### config.mk
export PLATFORM = sky130hd
export DESIGN_NAME = varredura_matriz_flat
export DESIGN_NICKNAME = d
export VERILOG_FILES = /design/src/rtl/varredura_matriz_pkg.sv /design/src/rtl/varredura_matriz_if.sv /design/src/rtl/varredura_matriz_contador_slot.sv /design/src/rtl/varredura_matriz.sv /design/src/flat_wrapper.sv
export SDC_FILE = /design/constraint.sdc
export NUM_CORES = 1
export LEC_CHECK = 0
export CORE_MARGIN = 3
export CORE_UTILIZATION = 56
export CTS_CLUSTER_SIZE = 40
export DETAILED_ROUTE_END_ITERATION = 7
export PLACE_DENSITY = 0.84
export SLEW_MARGIN = 10
export SYNTH_ARGS = -nofsm -noshare
export SYNTH_HDL_FRONTEND = slang
export SYNTH_SLANG_ARGS = --single-unit
### constraint.sdc
create_clock -name clock -period 1.8 [get_ports clock]
set_input_delay 0.18 -clock clock [delete_from_list [all_inputs] [get_ports clock]]
set_output_delay 0.18 -clock clock [all_outputs]
set_load 0.01 [all_outputs]
### src/rtl/varredura_matriz_pkg.sv
`default_nettype none
// ============================================================================
//  Module      : varredura_matriz_pkg
//  Description : Shared constants, scan state encoding and frame index helper
//                for the 6x6 LED matrix row-scan driver and frame encoder.
//  Revision    : 1.0 - initial release
// ============================================================================
package varredura_matriz_pkg;

  localparam int LINHAS  = 6;
  localparam int COLUNAS = 6;

  typedef enum logic [1:0] {
    PARADO  = 2'd0,
    APAGADO = 2'd1,
    ACESO   = 2'd2
  } estado_t;

  // Flat frame bit position of row r, column c.
  function automatic logic [5:0] indice(input logic [2:0] r, input logic [2:0] c);
    return 6'(r) * 6'd6 + 6'(c);
  endfunction

endpackage
`default_nettype wire

### src/rtl/varredura_matriz_if.sv
`default_nettype none
// ============================================================================
//  Module      : varredura_matriz_if
//  Description : Frame input and matrix pin bundle of the row-scan driver.
//                master = game/frame side, slave = scan driver.
//  Revision    : 1.0 - initial release
// ============================================================================
interface varredura_matriz_if;
  logic        enable;
  logic [35:0] leds;
  logic [5:0]  linhas;
  logic [5:0]  colunas;
  logic        fim_quadro;

  modport master (
    output enable,
    output leds,
    input  linhas,
    input  colunas,
    input  fim_quadro
  );

  modport slave (
    input  enable,
    input  leds,
    output linhas,
    output colunas,
    output fim_quadro
  );
endinterface
`default_nettype wire

### src/rtl/varredura_matriz_contador_slot.sv
`default_nettype none
// ============================================================================
//  Module      : contador_slot
//  Description : Row-slot prescaler. Counts 0..DIV_CICLOS-1 while i_conta is
//                high, holds at 0 otherwise; o_tc flags the last slot cycle.
//  Revision    : 1.0 - initial release
// ============================================================================
module contador_slot #(
  parameter int DIV_CICLOS = 50000
) (
  input  wire logic                          clk,
  input  wire logic                          rst,
  input  wire logic                          i_conta,
  output logic [$clog2(DIV_CICLOS)-1:0]      o_cnt,
  output logic                               o_tc
);

  localparam int                 c_W      = $clog2(DIV_CICLOS);
  localparam logic [c_W-1:0]     c_ULTIMO = c_W'(DIV_CICLOS - 1);

  logic [c_W-1:0] r_cnt;
  logic           w_tc;

  assign w_tc  = (r_cnt == c_ULTIMO);
  assign o_cnt = r_cnt;
  assign o_tc  = w_tc;

  // Slot cycle counter: cleared when idle, wraps at the end of each slot.
  always_ff @(posedge clk or posedge rst) begin
    if (rst) begin
      r_cnt <= '0;
    end else if (!i_conta || w_tc) begin
      r_cnt <= '0;
    end else begin
      r_cnt <= r_cnt + c_W'(1);
    end
  end

endmodule
`default_nettype wire

### src/rtl/varredura_matriz.sv
`default_nettype none
// ============================================================================
//  Module      : varredura_matriz
//  Description : Row-scan driver for the 6x6 LED matrix. Latches the 36-bit
//                frame at each row-0 entry and drives one-hot rows and column
//                data with a blanking window at the start of every row slot.
//  Revision    : 1.0 - initial release
// ============================================================================
module varredura_matriz
  import varredura_matriz_pkg::*;
#(
  parameter int DIV_CICLOS   = 50000,
  parameter int BLANK_CICLOS = 16
) (
  input  wire logic         clock,
  input  wire logic         reset,
  varredura_matriz_if.slave bus
);

  localparam int              c_W            = $clog2(DIV_CICLOS);
  // Blank window ends when the slot counter reaches this value.
  localparam logic [c_W-1:0]  c_BLANK_FIM    = (BLANK_CICLOS > 0) ? c_W'(BLANK_CICLOS - 1) : '0;
  // First state of every slot; with no blanking a slot starts lit.
  localparam estado_t         c_INICIO       = (BLANK_CICLOS == 0) ? ACESO : APAGADO;
  localparam logic [2:0]      c_ULTIMA_LINHA = 3'(LINHAS - 1);

  estado_t        r_estado;
  estado_t        w_estado_prox;
  logic [c_W-1:0] w_cnt;
  logic           w_tc;
  logic [2:0]     r_lin;
  logic [35:0]    r_quadro;
  logic           w_rodando;
  logic           w_conta;
  logic           w_ultima;

  assign w_rodando = (r_estado != PARADO);
  // Counter only advances inside a running scan; the enable edge itself
  // leaves it at 0 so the first slot gets its full length.
  assign w_conta   = w_rodando & bus.enable;
  assign w_ultima  = (r_lin == c_ULTIMA_LINHA);

  contador_slot #(
    .DIV_CICLOS (DIV_CICLOS)
  ) u_contador_slot (
    .clk     (clock),
    .rst     (reset),
    .i_conta (w_conta),
    .o_cnt   (w_cnt),
    .o_tc    (w_tc)
  );

  // Scan state register.
  always_ff @(posedge clock or posedge reset) begin
    if (reset) begin
      r_estado <= PARADO;
    end else begin
      r_estado <= w_estado_prox;
    end
  end

  // Next scan state: enable low always wins, otherwise blank/lit per slot.
  always_comb begin
    w_estado_prox = r_estado;
    if (!bus.enable) begin
      w_estado_prox = PARADO;
    end else begin
      case (r_estado)
        PARADO:  w_estado_prox = c_INICIO;
        APAGADO: begin
          if (w_tc) begin
            w_estado_prox = c_INICIO;
          end else if (w_cnt == c_BLANK_FIM) begin
            w_estado_prox = ACESO;
          end
        end
        ACESO: begin
          if (w_tc) begin
            w_estado_prox = c_INICIO;
          end
        end
        default: w_estado_prox = PARADO;
      endcase
    end
  end

  // Row counter: advances at slot end, wraps after row 5, clears when idle.
  always_ff @(posedge clock or posedge reset) begin
    if (reset) begin
      r_lin <= '0;
    end else if (!bus.enable || !w_rodando) begin
      r_lin <= '0;
    end else if (w_tc) begin
      r_lin <= w_ultima ? 3'd0 : r_lin + 3'd1;
    end
  end

  // Shadow frame: captured only on entry to row 0 so a scan never tears.
  always_ff @(posedge clock or posedge reset) begin
    if (reset) begin
      r_quadro <= '0;
    end else if (bus.enable && (!w_rodando || (w_tc && w_ultima))) begin
      r_quadro <= bus.leds;
    end
  end

  // Pin decode from registered state only.
  always_comb begin
    bus.linhas     = '0;
    bus.colunas    = '0;
    bus.fim_quadro = w_rodando && w_tc && w_ultima;
    if (r_estado == ACESO) begin
      bus.linhas  = 6'b000001 << r_lin;
      bus.colunas = r_quadro[indice(r_lin, 3'd0) +: COLUNAS];
    end
  end

endmodule
`default_nettype wire
### src/flat_wrapper.sv
// flat-port wrapper written by rule: the top's interface ports become plain ports
module varredura_matriz_flat import varredura_matriz_pkg::*;
#(
  parameter int DIV_CICLOS   = 50000,
  parameter int BLANK_CICLOS = 16
)
  (clock, reset, bus_enable, bus_leds, bus_linhas, bus_colunas, bus_fim_quadro);
  varredura_matriz_if bus_i ();
  input  wire logic clock;
  input  wire logic reset;
  input wire logic [$bits(bus_i.enable)-1:0] bus_enable;
  input wire logic [$bits(bus_i.leds)-1:0] bus_leds;
  output wire logic [$bits(bus_i.linhas)-1:0] bus_linhas;
  output wire logic [$bits(bus_i.colunas)-1:0] bus_colunas;
  output wire logic [$bits(bus_i.fim_quadro)-1:0] bus_fim_quadro;
  assign bus_i.enable = bus_enable;
  assign bus_i.leds = bus_leds;
  assign bus_linhas = bus_i.linhas;
  assign bus_colunas = bus_i.colunas;
  assign bus_fim_quadro = bus_i.fim_quadro;
  varredura_matriz #(.DIV_CICLOS(DIV_CICLOS), .BLANK_CICLOS(BLANK_CICLOS)) u_core (.clock(clock), .reset(reset), .bus(bus_i));
endmodule
# Word-level counts from Yosys, hierarchy flattened
# Cells that the tools add are included.
# classes
add_sub_neg	2
n_reduce_logical	14
n_mul	1
n_shift	2
bitwise_logic	1
muxes	11
eq_ne	7
# ops
operator	n
indexed part select 36 x 7 -> 6 bit	1
adder 16 x 1 -> 16 bit (second input constant)	1
== test 16 bit (second input constant)	1
== test 16 x 4 -> 1 bit (second input constant)	1
two-way mux 16 bit	1
two-way mux 6 bit	2
two-way mux 3 bit	3
two-way mux 2 bit	4
one-hot mux 2 bit (3 select lines)	1
<< shifter 1 x 3 -> 6 bit (first input constant)	1
multiplier 3 x 2 -> 5 bit (second input constant)	1
logical AND 1 bit	4
!= test 4 x 3 -> 1 bit (second input constant)	1
nonzero test 2 bit	2
adder 3 x 1 -> 3 bit (second input constant)	1
== test 3 bit (second input constant)	1
zero test 1 bit	3
logical OR 1 bit	3
!= test 3 bit (second input constant)	1
== test 2 x 1 -> 1 bit (second input constant)	1
== test 2 bit (second input constant)	1
zero test 2 bit	1
AND reduction 2 bit	1
bitwise AND 1 bit	1
# word_totals
elab_cells	42
regBits	57
out_inout_bits	13
in_bits	39

# Depth between registers and ports, before layout
# Gate-level depths: netlist of the first run.
# depth
ltp_word	5
depth_mapped	7
mapped_depth_nobuf	5

# Cells and area by module
# A second synthesis of the first run with hierarchy kept.
# hier_totals
hier_cells	225
area_unflattened_um2	2872.8
# by_module_without_submodules
mod	area_each_um2	instances	cells_per_inst	seq_area_each_um2
varredura_matriz	1981.9	1	143	1026.0
contador_slot	890.9	1	82	400.4

# Least setup slack after synthesis of the first run
# Ideal clock, no wire load.
# synth_timing
path_kind	register -> output
start	register u_core.r_lin[0]
end	output bus_colunas[1]
arrival_time_ps	1442
required_time_ps	1620
slack_ps	178
stages_incl_launch_ff	5
n_path_buf	2
path_cell_list	dfrtp_1 buf_4 buf_2 nor3_1 a221o_1
# synth_between
elab_chain_cells	3
# synth_rtl
item	line_no	source
from (decl)	varredura_matriz.sv:31	logic [2:0] r_lin;
from (signal assigned)	varredura_matriz.sv:94	r_lin <= w_ultima ? 3'd0 : r_lin + 3'd1;
multiplier 3 x 2 -> 5 bit	varredura_matriz_pkg.sv:21	return 6'(r) * 6'd6 + 6'(c);
indexed part select 36 x 7 -> 6 bit	varredura_matriz.sv:114	bus.colunas = r_quadro[indice(r_lin, 3'd0) +: COLUNAS];
two-way mux 6 bit	varredura_matriz.sv:112	if (r_estado == ACESO) begin
to (decl)	flat_wrapper.sv:14	output wire logic [$bits(bus_i.colunas)-1:0] bus_colunas;
# Every way passes these cells.

# Worst setup path in the final report of the first run
# Ends and elaborated chain as after synthesis.

==> results.cfg, run 1 <==
[finish]
layout.nets = 596
diodes = 0
regArea_um2 = 1428
final_cells = 636
nFillCells = 256
syn_to_final_growth_pct = 49.68
multi_input_area_um2 = 2713
drive_above_1_share_pct = 32.74

[pwr]
cellLeakagePower_nw = 2.187
vdd_drop_max_v = 0.0004208
power.density_nw_per_um2 = 589.3

[sta]
fin_crit_sh_pct = 115.7
tightest_slew_ns = 0.6359
fin_setup_tns_ns = -5.956
maxSlewHeadroom_pct = 57.61
rsz0062_at_grt = yes
hold_ws_ns = 0.2088
finalHoldViolCount = 0
fin_ws_ns = -0.2817
slew_violations = 0
fmax_mhz = 480.4
finalCriticalPeriod_ns = 2.082
finalSetupViolations = 49
finClkSkew_ns = 0.007427

[clocking]
tritoncts = done
cts_buffers = 9
clock_path_buffers = 2
clock_sinks = 57
clk_latency_ns = 0.35
htreeDepth = 3
cts_root_buf = clkbuf_8
path_clk_slew_ns = 0.07

[setup_path]
worstPathCellList = buf_6, mux4_2, nor2b_4, a221o_1, buf_2
cp.required_ns = 1.62
max_stage_delay_ns = 0.49
reg2reg_from = u_core.r_lin[0]
arrival_ns = 1.90
reg2reg_to = u_core.r_quadro[5]
r2r_slack_ns = -0.21
crit_fanout = 3
reg2regPathDepth = 10
critPathCaptureType = output pin
worstSetupPathType = flop to output pin
startpoint_type = flop
crit_slowest_cell = mux4_2

[global_route]
grt_max_degree = 65
antenna_found_initial = 0
first_global_vias = 3827
grt_usage_pct = 30.77
overflow = 0
grt_pass1_wl_mm = 18.82

[floorplan]
design.die.area_um2 = 7970
core-area_um2 = 6531
num_rows = 29
start_util_pct = 59.46
die_h_um = 89.28
die_w_um = 89.28
ioPinCount = 52

[status]
violations = setup timing
status = finished with violations

[routing]
routed_wl_mm = 16.36
wl_per_cell_um = 25.72
ant_nets = 0
viasPerCell = 7.371
drc = 0
dr.pass1.iters = 7
dr.first_iter.drc_count = 651
vias = 4688

[synthesis]
synth_mux_area_share_pct = 4.253
syn_nets = 492
synth.top_cells.by_area = dfrtp_1 (37%), o2bb2ai_1 (8.1%), nand2_1 (7.9%), o211ai_1 (7.0%), nand4_1 (6.6%)
synth_common_cells = nand2_1 (82), dfrtp_1 (57), nand4_1 (41)
yosysTopAreaCell = dfrtp_1
synth-compound-area-share_pct = 23.36
avgSynthCellArea_um2 = 8.611
synth_fa_ha_area_share_pct = 0.6443
async_flop_share_pct = 100.0
synth-xor-area-share_pct = 2.932
yosysWarnings = 0
syn_inst = 451
synth.distinct_cells = 42
synth_area_um2 = 3884
synth_top_area_share_pct = 36.73
synthFlopType = dfrtp_1
synth_edf_count = 0
synth.most_common_cell = nand2_1
yosys.area_share.simple_pct = 24.90
ys_seq_area_share_pct = 36.73
ys_ff_latch = 57
synth_top_family_by_area = simple AND/OR/NAND/NOR gates

[min_path]
hold_class = primary input to async pin

[place]
dp_hpwl_mm = 7.485
port_buffers = 51
gp_congestion = 0.8843
dpl.cell_count = 602

[run]
drv_cap = 0
## stage by stage
stage | utilization (%) | total power, mW | cell area (um^2) | setup WS [ns]
after global routing | 89.00 | 3.510 | 5813 | -0.3619
after floorplan | - | 1.733 | 3884 | 0.1782
after global placement | 73.83 | 1.957 | 4822 | -0.2717
after detailed placement | 73.83 | 1.987 | 4822 | -0.2732
final | 89.00 | 3.425 | 5813 | -0.2817
after CTS | 77.97 | 3.186 | 5092 | -0.2469
## layer usage
layer | vias up | global-route usage [%] | wire [um]
li1 | 1918 | - | -
met1 | 2189 | 41.45 | 5795
met2 | 454 | 48.83 | 7380
met3 | 127 | 5.899 | 2056
met4 | 0 | 12.72 | 1122
met5 | - | 0 | 0
## sequential cells by signal, summed over array words and instances, names as in the netlist
name and count:
u_core.r_lin 3, u_core.r_quadro 36, u_core.u_contador_slot.o_cnt 16, u_core.r_estado 2
## repair_timing
action	CTS	global route
buffers inserted	5	6
setup endpoints to repair	14	50
pin swaps	6	78
cloned	0	9
hold buffers	0	0
resized for setup	64	76
## cell type report
cell class / count / area share (%)
Sequential cell: 57 / 24.56
Tap cell: 77 / 1.657
Clock inverter: 3 / 0.6888
Inverter: 10 / 0.6457
Multi-Input combinational cell: 338 / 46.66
Clock buffer: 12 / 2.669
Timing Repair Buffer: 139 / 23.12
## power breakdown
group	internal, mW	leakage (nW)	switching (mW)	total (mW)
clock	0.703	0.102	0.537	1.24
sequential	1.35	0.643	0.103	1.45
combinational	0.352	1.44	0.380	0.732
total	2.41	2.19	1.02	3.43
## cells by family after synthesis
logic type,Yosys count
AO/OA/AOI/OAI,121
XOR/XNOR,13
adder cells (fa/ha/maj),2
buffers and inverters,56
flip-flops,57
multiplexers,9
AND/OR/NAND/NOR,193
## how the worst max path moves through the flow
stage,startpoint,to,slack [ns],cells past startpoint
finish,u_core.r_lin[0],bus_colunas[1],-0.28,5
global route,u_core.r_lin[0],bus_colunas[0],-0.36,6
CTS,u_core.r_lin[0],bus_colunas[3],-0.25,5
detailed placement,u_core.r_lin[0],bus_colunas[3],-0.27,4
global placement,u_core.r_lin[0],bus_colunas[5],-0.27,4
floorplan,u_core.r_lin[0],bus_colunas[1],0.18,4
## cells in the final DEF (no fill, tap or decap), types with 4 or more instances in the layout
cell              n
buf_2            11
nand2_1          82
o2bb2ai_1        36
dfrtp_1          56
a31oi_1           7
xnor2_1          11
inv_1             6
buf_12            6
inv_2             4
nor4_1            5
clkbuf_8         11
mux4_2            6
nor3_1            4
nand4_1          41
clkdlybuf4s50_1  37
nor2_1           23
buf_6            13
clkbuf_16         6
nand3_1           7
o211ai_1         36
nor3_2            4
buf_4            62
a31oi_4          28
a21oi_1           4
## critical path: cells and delay by family, from the launching register on
family | cells | cell delay [ns]
mux | 1 | 0.49
simple gates | 1 | 0.14
flops | 1 | 0.38
buf+inv | 2 | 0.28
compound gates | 1 | 0.27
Note: power is estimated with default switching activity, not from simulation.
==> run 2: changes to the inputs <==
--- a/config.mk
+++ b/config.mk
@@ -6,10 +6,10 @@
 export NUM_CORES = 1
 export LEC_CHECK = 0
 export CORE_MARGIN = 3
-export CORE_UTILIZATION = 56
+export CORE_UTILIZATION = 30
 export CTS_CLUSTER_SIZE = 40
 export DETAILED_ROUTE_END_ITERATION = 7
-export PLACE_DENSITY = 0.84
+export PLACE_DENSITY = 0.52
 export SLEW_MARGIN = 10
 export SYNTH_ARGS = -nofsm -noshare
 export SYNTH_HDL_FRONTEND = slang
==> results.cfg, run 2 (synthesis results as in run 1) <==
[status]
status = finished with violations
violations = setup timing

[clocking]
tritoncts = done
clock_sinks = 57
path_clk_slew_ns = 0.05
cts_root_buf = clkbuf_16
cts_buffers = 9
htreeDepth = 3
clock_path_buffers = 2
clk_latency_ns = 0.33
cts.hold.buffers_added = 0

[sta]
finClkSkew_ns = 0.004871
slew_violations = 0
fin_setup_tns_ns = -2.672
finalCriticalPeriod_ns = 2.042
fin_ws_ns = -0.2422
hold_ws_ns = 0.06940
finalHoldViolCount = 0
tightest_slew_ns = 0.5532
finalSetupViolations = 41
fin_crit_sh_pct = 113.5
maxSlewHeadroom_pct = 63.12
rsz0062_at_grt = yes
fmax_mhz = 489.7

[global_route]
overflow = 0
grt_pass1_wl_mm = 20.23
grt_max_degree = 111
antenna_found_initial = 0
grt_usage_pct = 17.53
first_global_vias = 3923

[finish]
diodes = 0
final_util_pct = 47.09
layout.cells.most_common = nand2_1
syn_to_final_growth_pct = 49.29
final_cells = 726
layout.nets = 594
mostFrequentLayoutCells = nand2_1 (82), buf_4 (65), dfrtp_1 (56), nand4_1 (41), clkdlybuf4s50_1 (37)
drive_above_1_share_pct = 29.57
largest_register = u_core.r_quadro
fin_area_um2 = 5798
largest_register_ffs = 36

[setup_path]
reg2regPathDepth = 7
reg2reg_from = u_core.r_lin[0]
crit_fanout = 3
reg2reg_to = u_core.r_quadro[31]
worstSetupPathType = flop to output pin
startpoint_type = flop
r2r_slack_ns = -0.10
critPathCaptureType = output pin
cp.required_ns = 1.62
arrival_ns = 1.86

[routing]
ant_nets = 0
drc = 0
wl_per_cell_um = 17.95
routed_wl_mm = 13.03
vias = 4044
dr.pass1.iters = 4
dr.first_iter.drc_count = 255
viasPerCell = 5.570

[floorplan]
num_rows = 40
start_util_pct = 31.54
ioPinCount = 52
die_w_um = 119.8
design.die.area_um2 = 14350
die_h_um = 119.8
core-area_um2 = 12310

[min_path]
hold_class = primary input to async pin

[place]
port_buffers = 51
dp_hpwl_mm = 8.183
place_area_um2 = 5031
dpl.cell_count = 699
post-place-ws_ns = -0.2815
gp_congestion = 0.7890

[pwr]
cellLeakagePower_nw = 2.196
finalPower_mw = 3.658
power.density_nw_per_um2 = 630.9
vdd_drop_max_v = 0.0003813

[run]
drv_cap = 0
-- run 2: cell type report --
class / instances / area (um^2)
Multi-Input combinational cell: 338 / 2487
Timing Repair Buffer: 137 / 1360
Tap cell: 168 / 210.2
Sequential cell: 57 / 1428
Fill cell: 1165 / 6514
Inverter: 10 / 37.54
Clock buffer: 13 / 260.3
Clock inverter: 3 / 15.01
-- run 2: where the power goes --
group / internal, mW / switching [mW] / total (mW)
registers: 1.35 / 0.0859 / 1.44
logic: 0.332 / 0.303 / 0.635
clock network: 0.999 / 0.585 / 1.58
total: 2.68 / 0.974 / 3.66
-- run 2: how the worst max path moves through the flow --
stage                          from  slack (ns)        endpoint  depth (start not counted)
global placement    u_core.r_lin[0]       -0.27  bus_colunas[1]                          4
floorplan           u_core.r_lin[0]        0.18  bus_colunas[1]                          4
detailed placement  u_core.r_lin[0]       -0.28  bus_colunas[5]                          4
global route        u_core.r_lin[0]       -0.29  bus_colunas[5]                          5
CTS                 u_core.r_lin[0]       -0.22  bus_colunas[1]                          5
finish              u_core.r_lin[0]       -0.24  bus_colunas[5]                          5
-- run 2: worst max-delay path: stages (launching register included) --
cell	delay (ns)
dfrtp_2	0.39
buf_6	0.12
mux4_2	0.50
nor2b_4	0.14
a221o_1	0.25
buf_2	0.14
-- run 2: what timing repair did --
action,4_1_cts,5_1_grt
gates cloned,0,7
resized for setup,60,40
setup buffers,4,1
endpoints found under the setup margin,49,50
pin swaps,9,12
-- run 2: layer usage --
| metal | vias to the layer above | global-route usage [%] | routed length, um | share of wire, % |
|---|---|---|---|---|
| met2 | 108 | 27.61 | 6125 | 47 |
| li1 | 1924 | - | - | - |
| met4 | 0 | 4.868 | 204 | 1.6 |
| met1 | 1996 | 24.58 | 6074 | 47 |
| met5 | - | 0 | 0 | 0 |
| met3 | 16 | 3.393 | 627 | 4.8 |
==> run 3: changes to the inputs <==
--- a/config.mk
+++ b/config.mk
@@ -5,11 +5,12 @@
 export SDC_FILE = /design/constraint.sdc
 export NUM_CORES = 1
 export LEC_CHECK = 0
+export CORE_ASPECT_RATIO = 0.8
 export CORE_MARGIN = 3
 export CORE_UTILIZATION = 30
 export CTS_CLUSTER_SIZE = 40
 export DETAILED_ROUTE_END_ITERATION = 7
-export PLACE_DENSITY = 0.52
+export PLACE_DENSITY = 0.61
 export SLEW_MARGIN = 10
 export SYNTH_ARGS = -nofsm -noshare
 export SYNTH_HDL_FRONTEND = slang
==> results.cfg, run 3 (synthesis results as in run 1) <==
[min_path]
hold_class = primary input to async pin

[clocking]
cts_root_buf = clkbuf_16
cts_buffers = 9
clk_latency_ns = 0.33
path_clk_slew_ns = 0.05
clock_sinks = 57
cts.hold.buffers_added = 0
tritoncts = done
clock_path_buffers = 2
htreeDepth = 3

[setup_path]
cp_top_family = multiplexers
worstPathCellList = buf_6, mux4_2, nor2b_1, a221o_1, buf_2
crit_fanout = 5
reg2reg_to = u_core.r_quadro[11]
arrival_ns = 1.96
crit_slowest_cell = mux4_2
critPathCaptureType = output pin
max_stage_delay_ns = 0.50
reg2regPathDepth = 8
r2r_slack_ns = -0.22
reg2reg_from = u_core.r_lin[0]
crit_buf_inv = 2
cp.required_ns = 1.62
startpoint_type = flop
worstSetupPathType = flop to output pin

[sta]
finClkSkew_ns = 0.006344
fin_crit_sh_pct = 119.1
finalCriticalPeriod_ns = 2.144
slew_violations = 0
finalHoldViolCount = 0
fin_ws_ns = -0.3437
hold_ws_ns = 0.2263
rsz0062_at_grt = yes
finalSetupViolations = 48
fmax_mhz = 466.5
fin_setup_tns_ns = -7.986
maxSlewHeadroom_pct = 71.20
tightest_slew_ns = 0.4320

[routing]
ant_nets = 0
drc = 0
routed_wl_mm = 13.99
viasPerCell = 5.674
wl_per_cell_um = 19.08
dr.first_iter.drc_count = 389
dr.pass1.iters = 5
vias = 4159

[run]
drv_cap = 0

[finish]
final_util_pct = 48.03
syn_to_final_growth_pct = 53.74
nFillCells = 1142
mostFrequentLayoutCells = nand2_1 (82), buf_4 (64), dfrtp_1 (56), nand4_1 (41), clkdlybuf4s50_1 (37)
largest_register_ffs = 36
diodes = 0
layout.nets = 598
drive_above_1_share_pct = 31.67
largest_register = u_core.r_quadro
layout.cells.most_common = nand2_1

[pwr]
vdd_drop_max_v = 0.0004367
cellLeakagePower_nw = 2.220
finalPower_mw = 3.703
power.density_nw_per_um2 = 620.2

[place]
dp_hpwl_mm = 8.301
port_buffers = 51
gp_congestion = 0.8737
post-place-ws_ns = -0.3385

[status]
violations = setup timing
status = finished with violations

[global_route]
antenna_found_initial = 0
grt_usage_pct = 19.18
grt_pass1_wl_mm = 21.50
first_global_vias = 3909
grt_max_degree = 70
overflow = 0

[floorplan]
ioPinCount = 52
core-area_um2 = 12430
start_util_pct = 31.24
die_w_um = 133.2
num_rows = 36
design.die.area_um2 = 14360
die_h_um = 107.8
run 3: cell count changes in the layout (fill, tap and decap cells not counted), moves of 3 or more:
cell and change:
buf_6 +6, buf_16 +6, a31oi_4 +10, a31oi_1 -8, buf_2 +3, clkbuf_16 -6
run 3: per-stage QoR:
stage	cell area (um^2)	std cells
2_1_floorplan	3884	451
3_3_place_gp	4982	695
3_5_place_dp	4982	695
4_1_cts	5602	731
5_1_grt	5971	733
6_report	5971	733
run 3: worst max-delay path by stage:
| stage | from | to | slack [ns] | cells past startpoint |
|---|---|---|---|---|
| 3_3_place_gp | u_core.r_lin[0] | bus_colunas[4] | -0.32 | 5 |
| 3_5_place_dp | u_core.r_lin[0] | bus_colunas[2] | -0.34 | 5 |
| 4_1_cts | u_core.r_lin[0] | bus_colunas[1] | -0.29 | 5 |
| 6_report | u_core.r_lin[0] | bus_colunas[1] | -0.34 | 5 |
| 2_1_floorplan | u_core.r_lin[0] | bus_colunas[1] | 0.18 | 4 |
| 5_1_grt | u_core.r_lin[0] | bus_colunas[1] | -0.38 | 5 |
run 3: layout make-up:
type | count | area (um^2) | share of cell area, %
repair buffers | 141 | 1398 | 23.41
well taps | 171 | 214.0 | 3.583
multi-input cells | 338 | 2619 | 43.86
clock inverters | 3 | 15.01 | 0.2515
flip-flops and latches | 57 | 1428 | 23.91
inverters | 10 | 37.54 | 0.6287
clock buffers | 13 | 260.3 | 4.359
run 3: routing by layer:
layer	vias to the layer above	part of all wire, %	GRT usage (%)	routed length (um)
li1	1936	-	-	-
met1	2041	45	28.03	6262
met2	165	46	27.93	6376
met3	17	8.2	4.720	1146
met4	0	1.5	5.653	203
met5	-	0	0	0
run 3: power breakdown:
part	internal (mW)	total, mW	switching [mW]	leakage (nW)
logic	0.334	0.656	0.322	1.44
clock network	0.999	1.60	0.600	0.139
registers	1.35	1.45	0.0945	0.643
total	2.69	3.70	1.02	2.22
run 3: worst register-to-register path, cell delays in order (launching register included):
cell      delay (ns)
dfrtp_2         0.42
buf_4           0.13
buf_8           0.12
buf_6           0.10
nand4_1         0.10
or3_4           0.53
buf_12          0.20
a31oi_4         0.17
o211ai_1        0.12
run 3: repair_timing:
action	in CTS	in global routing
pin swaps	52	18
setup buffers	12	4
hold endpoints to repair	0	0
endpoints found under the setup margin	49	52
resized for setup	76	50
gates cloned	8	0
